File: src/rtl/ht_cmd_arbiter.sv
// ht_cmd_arbiter: shares one hash-table command port among NUM_REQ requesters and routes in-order results back by tag
// Ports: clk_i/rst_n_i (async active-low); req_valid_i/req_key_i/req_value_i/req_opcode_i -> req_ready_o (one-hot grant);
//   ht_valid_o/ht_ready_i with registered ht_key_o/ht_value_o/ht_opcode_o; ht_res_valid_i/ht_res_ready_o/ht_res_data_i;
//   res_valid_o (one-hot)/res_data_o/res_ready_i; outstanding_o (tag FIFO occupancy); err_o (sticky unexpected-result flag).
// Build option: define HT_CMD_ARB_STRICT_PRIO_EN for fixed lowest-index-wins priority instead of round-robin.
module ht_cmd_arbiter #(
  parameter int NUM_REQ         = 4,
  parameter int KEY_WIDTH       = 32,
  parameter int VALUE_WIDTH     = 16,
  parameter int OPCODE_WIDTH    = 2,
  parameter int RES_WIDTH       = 64,
  parameter int MAX_OUTSTANDING = 8
) (
  input  logic                              clk_i,
  input  logic                              rst_n_i,
  input  logic [NUM_REQ-1:0]                req_valid_i,
  input  logic [NUM_REQ*KEY_WIDTH-1:0]      req_key_i,
  input  logic [NUM_REQ*VALUE_WIDTH-1:0]    req_value_i,
  input  logic [NUM_REQ*OPCODE_WIDTH-1:0]   req_opcode_i,
  output logic [NUM_REQ-1:0]                req_ready_o,
  output logic                              ht_valid_o,
  input  logic                              ht_ready_i,
  output logic [KEY_WIDTH-1:0]              ht_key_o,
  output logic [VALUE_WIDTH-1:0]            ht_value_o,
  output logic [OPCODE_WIDTH-1:0]           ht_opcode_o,
  input  logic                              ht_res_valid_i,
  output logic                              ht_res_ready_o,
  input  logic [RES_WIDTH-1:0]              ht_res_data_i,
  output logic [NUM_REQ-1:0]                res_valid_o,
  output logic [RES_WIDTH-1:0]              res_data_o,
  input  logic [NUM_REQ-1:0]                res_ready_i,
  output logic [$clog2(MAX_OUTSTANDING):0]  outstanding_o,
  output logic                              err_o
);
  localparam int IW = $clog2(NUM_REQ);
  localparam int AW = $clog2(MAX_OUTSTANDING);
  localparam int CW = AW + 1;
  localparam logic [NUM_REQ-1:0] ONE = {{(NUM_REQ-1){1'b0}}, 1'b1};
  logic [IW-1:0] gnt, head;
  logic          gnt_any, arb_en, push, pop, empty;
  logic [IW-1:0] tags [MAX_OUTSTANDING];
  logic [AW-1:0] wr_ptr, rd_ptr;
  assign empty  = outstanding_o == '0;
  // a same-cycle pop deliberately does not free a slot: the registered count gates arbitration
  assign arb_en = rst_n_i && (!ht_valid_o || ht_ready_i) && (outstanding_o < CW'(MAX_OUTSTANDING));
`ifdef HT_CMD_ARB_STRICT_PRIO_EN
  always_comb begin
    gnt     = '0;
    gnt_any = 1'b0;
    for (int i = NUM_REQ - 1; i >= 0; i--)
      if (req_valid_i[i]) begin
        gnt     = IW'(i);
        gnt_any = 1'b1;
      end
  end
`else
  logic [IW-1:0] last_grant;
  // search starts just after the previous winner and wraps modulo NUM_REQ
  always_comb begin
    gnt     = '0;
    gnt_any = 1'b0;
    for (int i = 1; i <= NUM_REQ; i++)
      if (!gnt_any && req_valid_i[(int'(last_grant) + i) % NUM_REQ]) begin
        gnt     = IW'((int'(last_grant) + i) % NUM_REQ);
        gnt_any = 1'b1;
      end
  end
  always_ff @(posedge clk_i or negedge rst_n_i)
    if (!rst_n_i) last_grant <= IW'(NUM_REQ - 1);
    else if (push) last_grant <= gnt;
`endif
  assign push           = arb_en && gnt_any;
  assign req_ready_o    = push ? ONE << gnt : '0;
  assign head           = tags[rd_ptr];
  assign res_valid_o    = (ht_res_valid_i && !empty) ? ONE << head : '0;
  assign res_data_o     = ht_res_data_i;
  // with no tag outstanding a stray result is swallowed rather than stalling the hash table
  assign ht_res_ready_o = empty || res_ready_i[head];
  assign pop            = ht_res_valid_i && !empty && res_ready_i[head];
  always_ff @(posedge clk_i)
    if (push) tags[wr_ptr] <= gnt;
  always_ff @(posedge clk_i or negedge rst_n_i)
    if (!rst_n_i) begin
      ht_valid_o    <= 1'b0;
      ht_key_o      <= '0;
      ht_value_o    <= '0;
      ht_opcode_o   <= '0;
      wr_ptr        <= '0;
      rd_ptr        <= '0;
      outstanding_o <= '0;
      err_o         <= 1'b0;
    end else begin
      ht_valid_o    <= push || (ht_valid_o && !ht_ready_i);
      if (push) begin
        ht_key_o    <= req_key_i[gnt*KEY_WIDTH +: KEY_WIDTH];
        ht_value_o  <= req_value_i[gnt*VALUE_WIDTH +: VALUE_WIDTH];
        ht_opcode_o <= req_opcode_i[gnt*OPCODE_WIDTH +: OPCODE_WIDTH];
        wr_ptr      <= wr_ptr + 1'b1;
      end
      if (pop) rd_ptr <= rd_ptr + 1'b1;
      outstanding_o <= outstanding_o + CW'(push) - CW'(pop);
      if (ht_res_valid_i && empty) err_o <= 1'b1;
    end
endmodule

File: config.mk
export PLATFORM = sky130hd
export DESIGN_NAME = ht_cmd_arbiter
export DESIGN_NICKNAME = d
export VERILOG_FILES = /design/src/rtl/ht_cmd_arbiter.sv
export SDC_FILE = /design/constraint.sdc
export NUM_CORES = 1
export LEC_CHECK = 0
export ABC_CLOCK_PERIOD_IN_PS = 3900
export CAP_MARGIN = 40
export CORE_AREA = 2 2 156 158
export CTS_CLUSTER_DIAMETER = 60
export DETAILED_ROUTE_END_ITERATION = 10
export DIE_AREA = 0 0 158 160
export GPL_TIMING_DRIVEN = 0
export PLACE_DENSITY_LB_ADDON = 0.1
export SYNTH_ARGS = -nofsm -noshare
export SYNTH_HDL_FRONTEND = slang
export SYNTH_SLANG_ARGS = --single-unit
File: constraint.sdc
create_clock -name clk_i -period 3.9 [get_ports clk_i]
set_input_delay 0.975 -clock clk_i [delete_from_list [all_inputs] [get_ports clk_i]]
set_output_delay 0.975 -clock clk_i [all_outputs]
set_load 0.01 [all_outputs]
==> reports/metrics.sh, run 1 <==
CTS_BUFFERS=9
BUFFER_PORTS.INSERTED=340
DR.FIRST_ITER.DRC_COUNT=251
POWER.DENSITY_CELL_AREA_mW_PER_MM2=586.2
CP.REQUIRED_NS=2.92
MET2WIRELENGTH_MM=13.14
DRT.ANTENNA.VIOLATING_NETS=0
YOSYS_WARNINGS=0
SYNTH.YOSYS.SEQ_AREA_SHARE=0.3852
DRIVE_GT1_FRAC=0.1117
MET3_LENGTH_MM=1.891
MET1WIRELENGTH_MM=9.982
YS_ASYNC_SR_FRACTION=0.8000
SYN-CELL-AREA_MM2=0.005411
START_UTIL=0.2272
GRT_OVERFLOW_TOTAL=0
CLOCK_INSERTION_DELAY_WORST_SKEW_NS=0.35
SLEW_WORST_PIN_NS=0.6771
YOSYS_MOST_USED_DFF='sky130_fd_sc_hd__dfrtp_1'
SYNTHCELLS=589
FINAL.SETUP_SKEW_NS=0.008796
POWER.LEAKAGE_uW=0.004035
CLOCK_TREE_FROM_TRITONCTS='yes'
CRIT_PATH_END_KIND='output pin'
MAXCLOCKFREQUENCY_MHz=270.3
POST_SYNTH.CELL_AREA_AVG_UM2=9.188
YS_TOP_CELLS_BY_AREA='sky130_fd_sc_hd__dfrtp_1 29%, sky130_fd_sc_hd__a211oi_1 14%, sky130_fd_sc_hd__and3_1 12%'
TIMING.REG2REG.SETUP_SLACK_NS=0.64
MAX_SLEW_VIOLATIONS=0
GRT_START_MAX_NET_PINS=49
FP.DIEW_UM=158
YOSYSTOPAREACELLSHARE=0.2867
DIE_AREA_MM2=0.02528
FINAL_HOLD_VIOL_COUNT=0
SYNTH.FF_LATCH_COUNT=80
FINALWIRELENGTH_MM=25.42
SYNTHTOLAYOUTAREAGROWTH_PCT=77.36
SYNTH.LARGEST_AREA_CELL='sky130_fd_sc_hd__dfrtp_1'
IR_DROP_mV=0.1960
GRT_UTIL_ALL_LAYERS=0.1966
ROUTED-VIA-COUNT=5923
ROW_COUNT=57
GRT_FIRST_PASS_WIRELENGTH_MM=37.23
SYNTH-EDFF-COUNT=16
DETAIL_ROUTE.WL_PER_CELL_UM=19.95
CRITICAL_PATH.STARTPOINT_TYPE='input pin'
DETAIL_ROUTE.DRC_VIOLATIONS=0
FIRST_GLOBAL_VIAS=6196
DP_HPWL_MM=20.25
SLEW-LIMIT-HEADROOM=0.5486
TOTAL_NEGATIVE_SLACK_NS=0
ANTENNA_FOUND_INITIAL=2
MIN_PATH_TYPE='flip-flop to flip-flop'
NUMCLOCKSINKS=80
NUM-NETS-FINAL=1228
FIN_CRIT_NS=3.699
GRT_SETUP_UNREPAIRED='false'
CLKSLEWWORSTSETUPHOLDPATHS_NS=0.06
SYNTH_CELL_TYPES=41
NUMBER_OF_CELLS_AFTER_DETAILED_PLACEMENT=1254
POSTSYNTHNETCOUNT=873
LAYOUT_WORST_PATH_CYCLE_SHARE=0.9485
TIMING.MAX_CAP.VIOLATIONS=0
STDCELL_AREA_MM2=0.009598
WORSTPATHMAXFANOUT=10
WORSTPATHARRIVAL_NS=2.72
SETUP_VIOL=0
STDCELL_COUNT=1274
PLACEMENT.CELL_AREA_MM2=0.009245
DIE_H_UM=160
NUM_IO_PINS=405
CORE_AREA_MM2=0.02382
ROUTED_VIA_DENSITY=4.649
CLOCKBUFFERDEPTH=2
CTS-ROOT-BUF='sky130_fd_sc_hd__clkbuf_16'
POSTLAYOUTCOREUTIL=0.4029
GP_CONGESTION=0.8068
CLOCK_TREE.HTREE_LEVEL_COUNT=3
TOPROUTINGLAYERUSED='met5'
CRIT_TYPE='input pin to output pin'
DRT_PASS1_ITERATIONS=4
STATUS='finished clean'
WHS_NS=0.4538
## metrics by stage
step	power, µW	setup WS (ns)
6_report	5627	0.2007
5_1_grt	6044	0.02198
4_1_cts	5714	0.02038
3_5_place_dp	4776	-1.310
3_3_place_gp	4768	-3.915
2_1_floorplan	3173	0.4900
## timing repair
action	in CTS	in global routing
pin swaps	3	0
endpoints found under the setup margin	5	1
gates resized for setup	14	1
hold buffers	0	0
cloned	0	0
buffers inserted	6	0
endpoints found under the hold margin	0	0
## routing by layer
metal,track usage,vias to the layer above
met5,0,-
met4,0.05242,2
met3,0.05427,25
met2,0.3577,226
met1,0.2239,2828
li1,-,2842
## synth_stat cells (3+ instances only)
library cell	number
sky130_fd_sc_hd__nor3b_1	3
sky130_fd_sc_hd__xnor2_1	4
sky130_fd_sc_hd__o31ai_1	50
sky130_fd_sc_hd__o21ai_0	3
sky130_fd_sc_hd__a211oi_1	100
sky130_fd_sc_hd__mux2_4	4
sky130_fd_sc_hd__nor3_1	6
sky130_fd_sc_hd__nand2b_1	4
sky130_fd_sc_hd__inv_1	10
sky130_fd_sc_hd__edfxtp_1	16
sky130_fd_sc_hd__and3_1	100
sky130_fd_sc_hd__buf_1	3
sky130_fd_sc_hd__nor2b_1	4
sky130_fd_sc_hd__a21o_1	3
sky130_fd_sc_hd__ha_1	7
sky130_fd_sc_hd__buf_4	64
sky130_fd_sc_hd__nand2_1	57
sky130_fd_sc_hd__nor2_1	6
sky130_fd_sc_hd__clkbuf_1	54
sky130_fd_sc_hd__dfrtp_1	62
## power by group
group / leakage, µW / total [µW] / switching [µW] / internal (µW)
Clock: 0.000139 / 848 / 364 / 484
Combinational: 0.00297 / 3330 / 1720 / 1610
Sequential: 0.000925 / 1450 / 223 / 1230
Total: 0.00403 / 5630 / 2310 / 3320
## cells by family (layout without fill, tap and decap cells)
logic type      count (synthesis)  after routing  share of synthesized area
simple gates                  190            190                     0.1908
fa+ha+maj                       8              8                    0.01988
other cells                     0              1                          0
buf+inv                       134            494                     0.1387
mux                            11             11                    0.03538
flops                          80             80                     0.3852
compound gates                160            160                     0.2203
xor+xnor                        6              6                   0.009711
## sequential cells by signal (all words and copies together) (netlist names)
| register | cells |
|---|---|
| wr_ptr | 3 |
| ht_opcode_o | 2 |
| rd_ptr | 3 |
| ht_value_o | 16 |
| err_o | 1 |
| tags | 16 |
| ht_key_o | 32 |
| last_grant | 2 |
| outstanding_o | 4 |
| ht_valid_o | 1 |
## worst max-delay path, stage by stage
cell and delay (ns):
sky130_fd_sc_hd__clkdlybuf4s50_1 0.54, sky130_fd_sc_hd__o21ai_0 0.11, sky130_fd_sc_hd__or2_1 0.27, sky130_fd_sc_hd__nand2_4 0.10, sky130_fd_sc_hd__buf_6 0.16, sky130_fd_sc_hd__inv_2 0.11, sky130_fd_sc_hd__nor3_1 0.17, sky130_fd_sc_hd__dlygate4sd2_1 0.29
## area by class of cell
type	instances	area (µm²)
repair buffers	347	3471
clock inverters	2	12.51
plain buffers	119	705.7
fillers	2454	14220
flip-flops and latches	80	2085
multi-input cells	375	2595
diodes	1	2.502
clock buffers	14	274.0
well taps	324	405.4
inverters	12	47.55
## cell usage in the layout, fill, tap and decap left out, types with 6 or more instances in the layout
master / Yosys / routed
sky130_fd_sc_hd__ha_1: 7 / 7
sky130_fd_sc_hd__a211oi_1: 100 / 100
sky130_fd_sc_hd__dfrtp_1: 62 / 62
sky130_fd_sc_hd__buf_4: 64 / 71
sky130_fd_sc_hd__o31ai_1: 50 / 50
sky130_fd_sc_hd__nor2_1: 6 / 6
sky130_fd_sc_hd__clkbuf_16: 0 / 9
sky130_fd_sc_hd__and3_1: 100 / 100
sky130_fd_sc_hd__inv_1: 10 / 10
sky130_fd_sc_hd__edfxtp_1: 16 / 16
sky130_fd_sc_hd__clkbuf_1: 54 / 52
sky130_fd_sc_hd__nor3_1: 6 / 6
sky130_fd_sc_hd__clkdlybuf4s50_1: 0 / 334
sky130_fd_sc_hd__nand2_1: 57 / 56
## final timing paths
check,depth (start not counted),end,start
max in group asynchronous,2,last_grant[0]$_DFFE_PN1P_,rst_n_i
worst max register to register,13,outstanding_o[2]$_DFF_PN0_,rd_ptr[0]$_DFFE_PN0P_
min in group asynchronous,1,ht_key_o[28]$_DFFE_PN0P_,rst_n_i
worst min register to register,1,err_o$_DFFE_PN0P_,err_o$_DFFE_PN0P_
worst max-delay path,8,req_ready_o[1],req_valid_i[0]
worst min-delay path,1,err_o$_DFFE_PN0P_,err_o$_DFFE_PN0P_
No activity file was read; power rests on OpenSTA's default activity.
==> run 2, diff against run 1 <==
Settings changed: SLEW_MARGIN from default to 5.
==> results of run 2 <==
The final DEF is identical to that of run 1; final timing and power are the same.
==> run 3, diff against run 2 <==
Settings changed: CELL_PAD_IN_SITES_DETAIL_PLACEMENT from default to 1, CELL_PAD_IN_SITES_GLOBAL_PLACEMENT from default to 1, CORE_AREA 2 2 156 158 to 2 2 158 160, DIE_AREA 0 0 158 160 to 0 0 160 162.
==> run 3 against run 2 <==
Effect of this change:
- non-clock buffer count rose by 1
- critical endpoint is now req_ready_o[0]
- register-to-register slack got worse by 0.04 ns
- critical path type unchanged
- setup slack got worse by 0.033 ns
- clock power rose by 8.4%
==> reports/metrics.sh, run 3 (synthesized netlist as in run 1, its figures left out) <==
REGMOSTFLOPS='ht_key_o'
ROW_COUNT=57
BUFFER_PORTS.INSERTED=340
GRT_START_MAX_NET_PINS=36
CRIT_TYPE='input pin to output pin'
TIMING.HOLD.WORST_ENDPOINT='err_o$_DFFE_PN0P_'
MAXCLOCKFREQUENCY_MHz=268.0
GRT_OVERFLOW_TOTAL=0
NUM_IO_PINS=405
FILL_CELLS=2817
CTS-ROOT-BUF='sky130_fd_sc_hd__clkbuf_16'
SYNTHTOLAYOUTAREAGROWTH_PCT=78.06
DRT.ANTENNA.VIOLATING_NETS=0
FIRST_GLOBAL_VIAS=6526
CLKSLEWWORSTSETUPHOLDPATHS_NS=0.07
GRT_FIRST_PASS_WIRELENGTH_MM=38.78
WORST_HOLD_STARTPOINT='err_o$_DFFE_PN0P_'
MIN_PATH_TYPE='flip-flop to flip-flop'
MULTI_INPUT_GATE_AREA_IN_THE_FINAL_LAYOUT_MM2=0.002595
R2R_CELLS=13
R2R-START='rd_ptr[0]$_DFFE_PN0P_'
IR_DROP_mV=0.1876
POSTLAYOUTCOREUTIL=0.3997
GRT_SETUP_UNREPAIRED='false'
PLACEMENT.CELL_AREA_MM2=0.009249
MAX_SLEW_VIOLATIONS=0
WORSTPATHARRIVAL_NS=2.76
LARGEST_REGISTER_FFS=32
DRT_PASS1_ITERATIONS=4
ROUTED_VIA_DENSITY=4.585
WORSTPATHMAXFANOUT=16
CLOCK_TREE_FROM_TRITONCTS='yes'
TIMING.MAX_CAP.VIOLATIONS=0
FINAL_HOLD_VIOL_COUNT=0
TOTAL_NEGATIVE_SLACK_NS=0
ROUTED-VIA-COUNT=5850
FINAL.SETUP_SKEW_NS=0.008299
HOLDPATHSTAGES=1
NUMCLOCKSINKS=80
R2R_END='outstanding_o[2]$_DFF_PN0_'
LAYOUT_COMMONEST_CELL='sky130_fd_sc_hd__clkdlybuf4s50_1'
SLEW-LIMIT-HEADROOM=0.5558
DETAIL_ROUTE.WL_PER_CELL_UM=20.25
DIE_AREA_MM2=0.02592
DIE_H_UM=162
FINAL_CELL_MIX='334 x sky130_fd_sc_hd__clkdlybuf4s50_1, 100 x sky130_fd_sc_hd__and3_1, 100 x sky130_fd_sc_hd__a211oi_1, 71 x sky130_fd_sc_hd__buf_4, 62 x sky130_fd_sc_hd__dfrtp_1'
SLEW_WORST_PIN_NS=0.6571
CLOCK_INSERTION_DELAY_WORST_SKEW_NS=0.35
START_UTIL=0.2245
CP.REQUIRED_NS=2.92
TIMING.REG2REG.SETUP_SLACK_NS=0.60
CTS_HOLD_BUFFERS=0
DRIVE_GT1_FRAC=0.1147
STDCELL_AREA_MM2=0.009635
DR.FIRST_ITER.DRC_COUNT=193
CRIT_PATH_END_KIND='output pin'
ANTENNA_FOUND_INITIAL=6
FINALWIRELENGTH_MM=25.84
NUMBER_OF_CELLS_AFTER_DETAILED_PLACEMENT=1255
CRITICAL_PATH.STARTPOINT_TYPE='input pin'
CORE_AREA_MM2=0.02411
STATUS='finished clean'
FINAL-SEQ-AREA_MM2=0.002085
CLOCKBUFFERDEPTH=2
POWER.DENSITY_CELL_AREA_mW_PER_MM2=590.3
STDCELL_COUNT=1276
REG_TOP3='ht_key_o (32), ht_value_o (16), tags (16)'
DETAIL_ROUTE.DRC_VIOLATIONS=0
FP.DIEW_UM=160
CTS_BUFFERS=9
CLOCK_TREE.HTREE_LEVEL_COUNT=3
FIN_CRIT_NS=3.732
NUM-NETS-FINAL=1229
LAYOUT_WORST_PATH_CYCLE_SHARE=0.9569
GRT_UTIL_ALL_LAYERS=0.1966
GP_CONGESTION=0.7836
DP_HPWL_MM=21.11
POWER.LEAKAGE_uW=0.004053
SETUP_VIOL=0
[run 3: area by class of cell]
class,instances,area share
inverter,12,0.004934
tap,324,0.04207
multi-input combinational,375,0.2693
clock inverter,7,0.009609
antenna,2,0.0005194
buffer,119,0.07324
sequential,80,0.2163
timing repair buffer,348,0.3606
clock buffer,9,0.02337
[run 3: how the worst max path moves through the flow]
stage	startpoint	to	cells after the start
finish	req_valid_i[0]	req_ready_o[0]	8
global route	req_valid_i[0]	req_ready_o[1]	8
CTS	rd_ptr[0]$_DFFE_PN0P_	ht_res_ready_o	6
detailed placement	req_valid_i[0]	req_ready_o[1]	9
global placement	rst_n_i	req_ready_o[1]	5
floorplan	req_valid_i[3]	req_ready_o[0]	7
[run 3: per-stage QoR]
step | hold slack, ns | worst slack (ns) | power [µW]
after floorplan | 0.4636 | 0.4900 | 3173
after global placement | 0.4427 | -3.755 | 4766
after detailed placement | 0.4468 | -1.310 | 4805
after CTS | 0.4631 | 0.01597 | 5797
after global routing | 0.4840 | 0.02767 | 6159
final | 0.4583 | 0.1680 | 5688
[run 3: worst max-delay path, stage by stage]
cell                              delay, ns
sky130_fd_sc_hd__clkdlybuf4s50_1       0.56
sky130_fd_sc_hd__nor2b_1               0.07
sky130_fd_sc_hd__o21ai_1               0.15
sky130_fd_sc_hd__o311a_4               0.26
sky130_fd_sc_hd__inv_4                 0.10
sky130_fd_sc_hd__buf_6                 0.16
sky130_fd_sc_hd__nor3_1                0.17
sky130_fd_sc_hd__dlygate4sd2_1         0.30
[run 3: per-layer routing]
metal / GRT usage / wire length, µm / up-vias
met4: 0.05364 / 422 / 4
met2: 0.3479 / 12810 / 209
met1: 0.2247 / 10370 / 2774
li1: - / - / 2839
met3: 0.07074 / 2210 / 24
met5: 0 / 32 / -
[run 3: report_power, final]
part / internal, µW / total [µW] / switching (µW)
sequential: 1230 / 1440 / 215
clock: 511 / 919 / 407
combinational: 1620 / 3330 / 1710
[run 3: timing repair]
action	4_1_cts	5_1_grt
buffers inserted	5	1
setup endpoints to repair	5	3
pin swaps	3	1
gates resized for setup	14	2
gates cloned	0	0
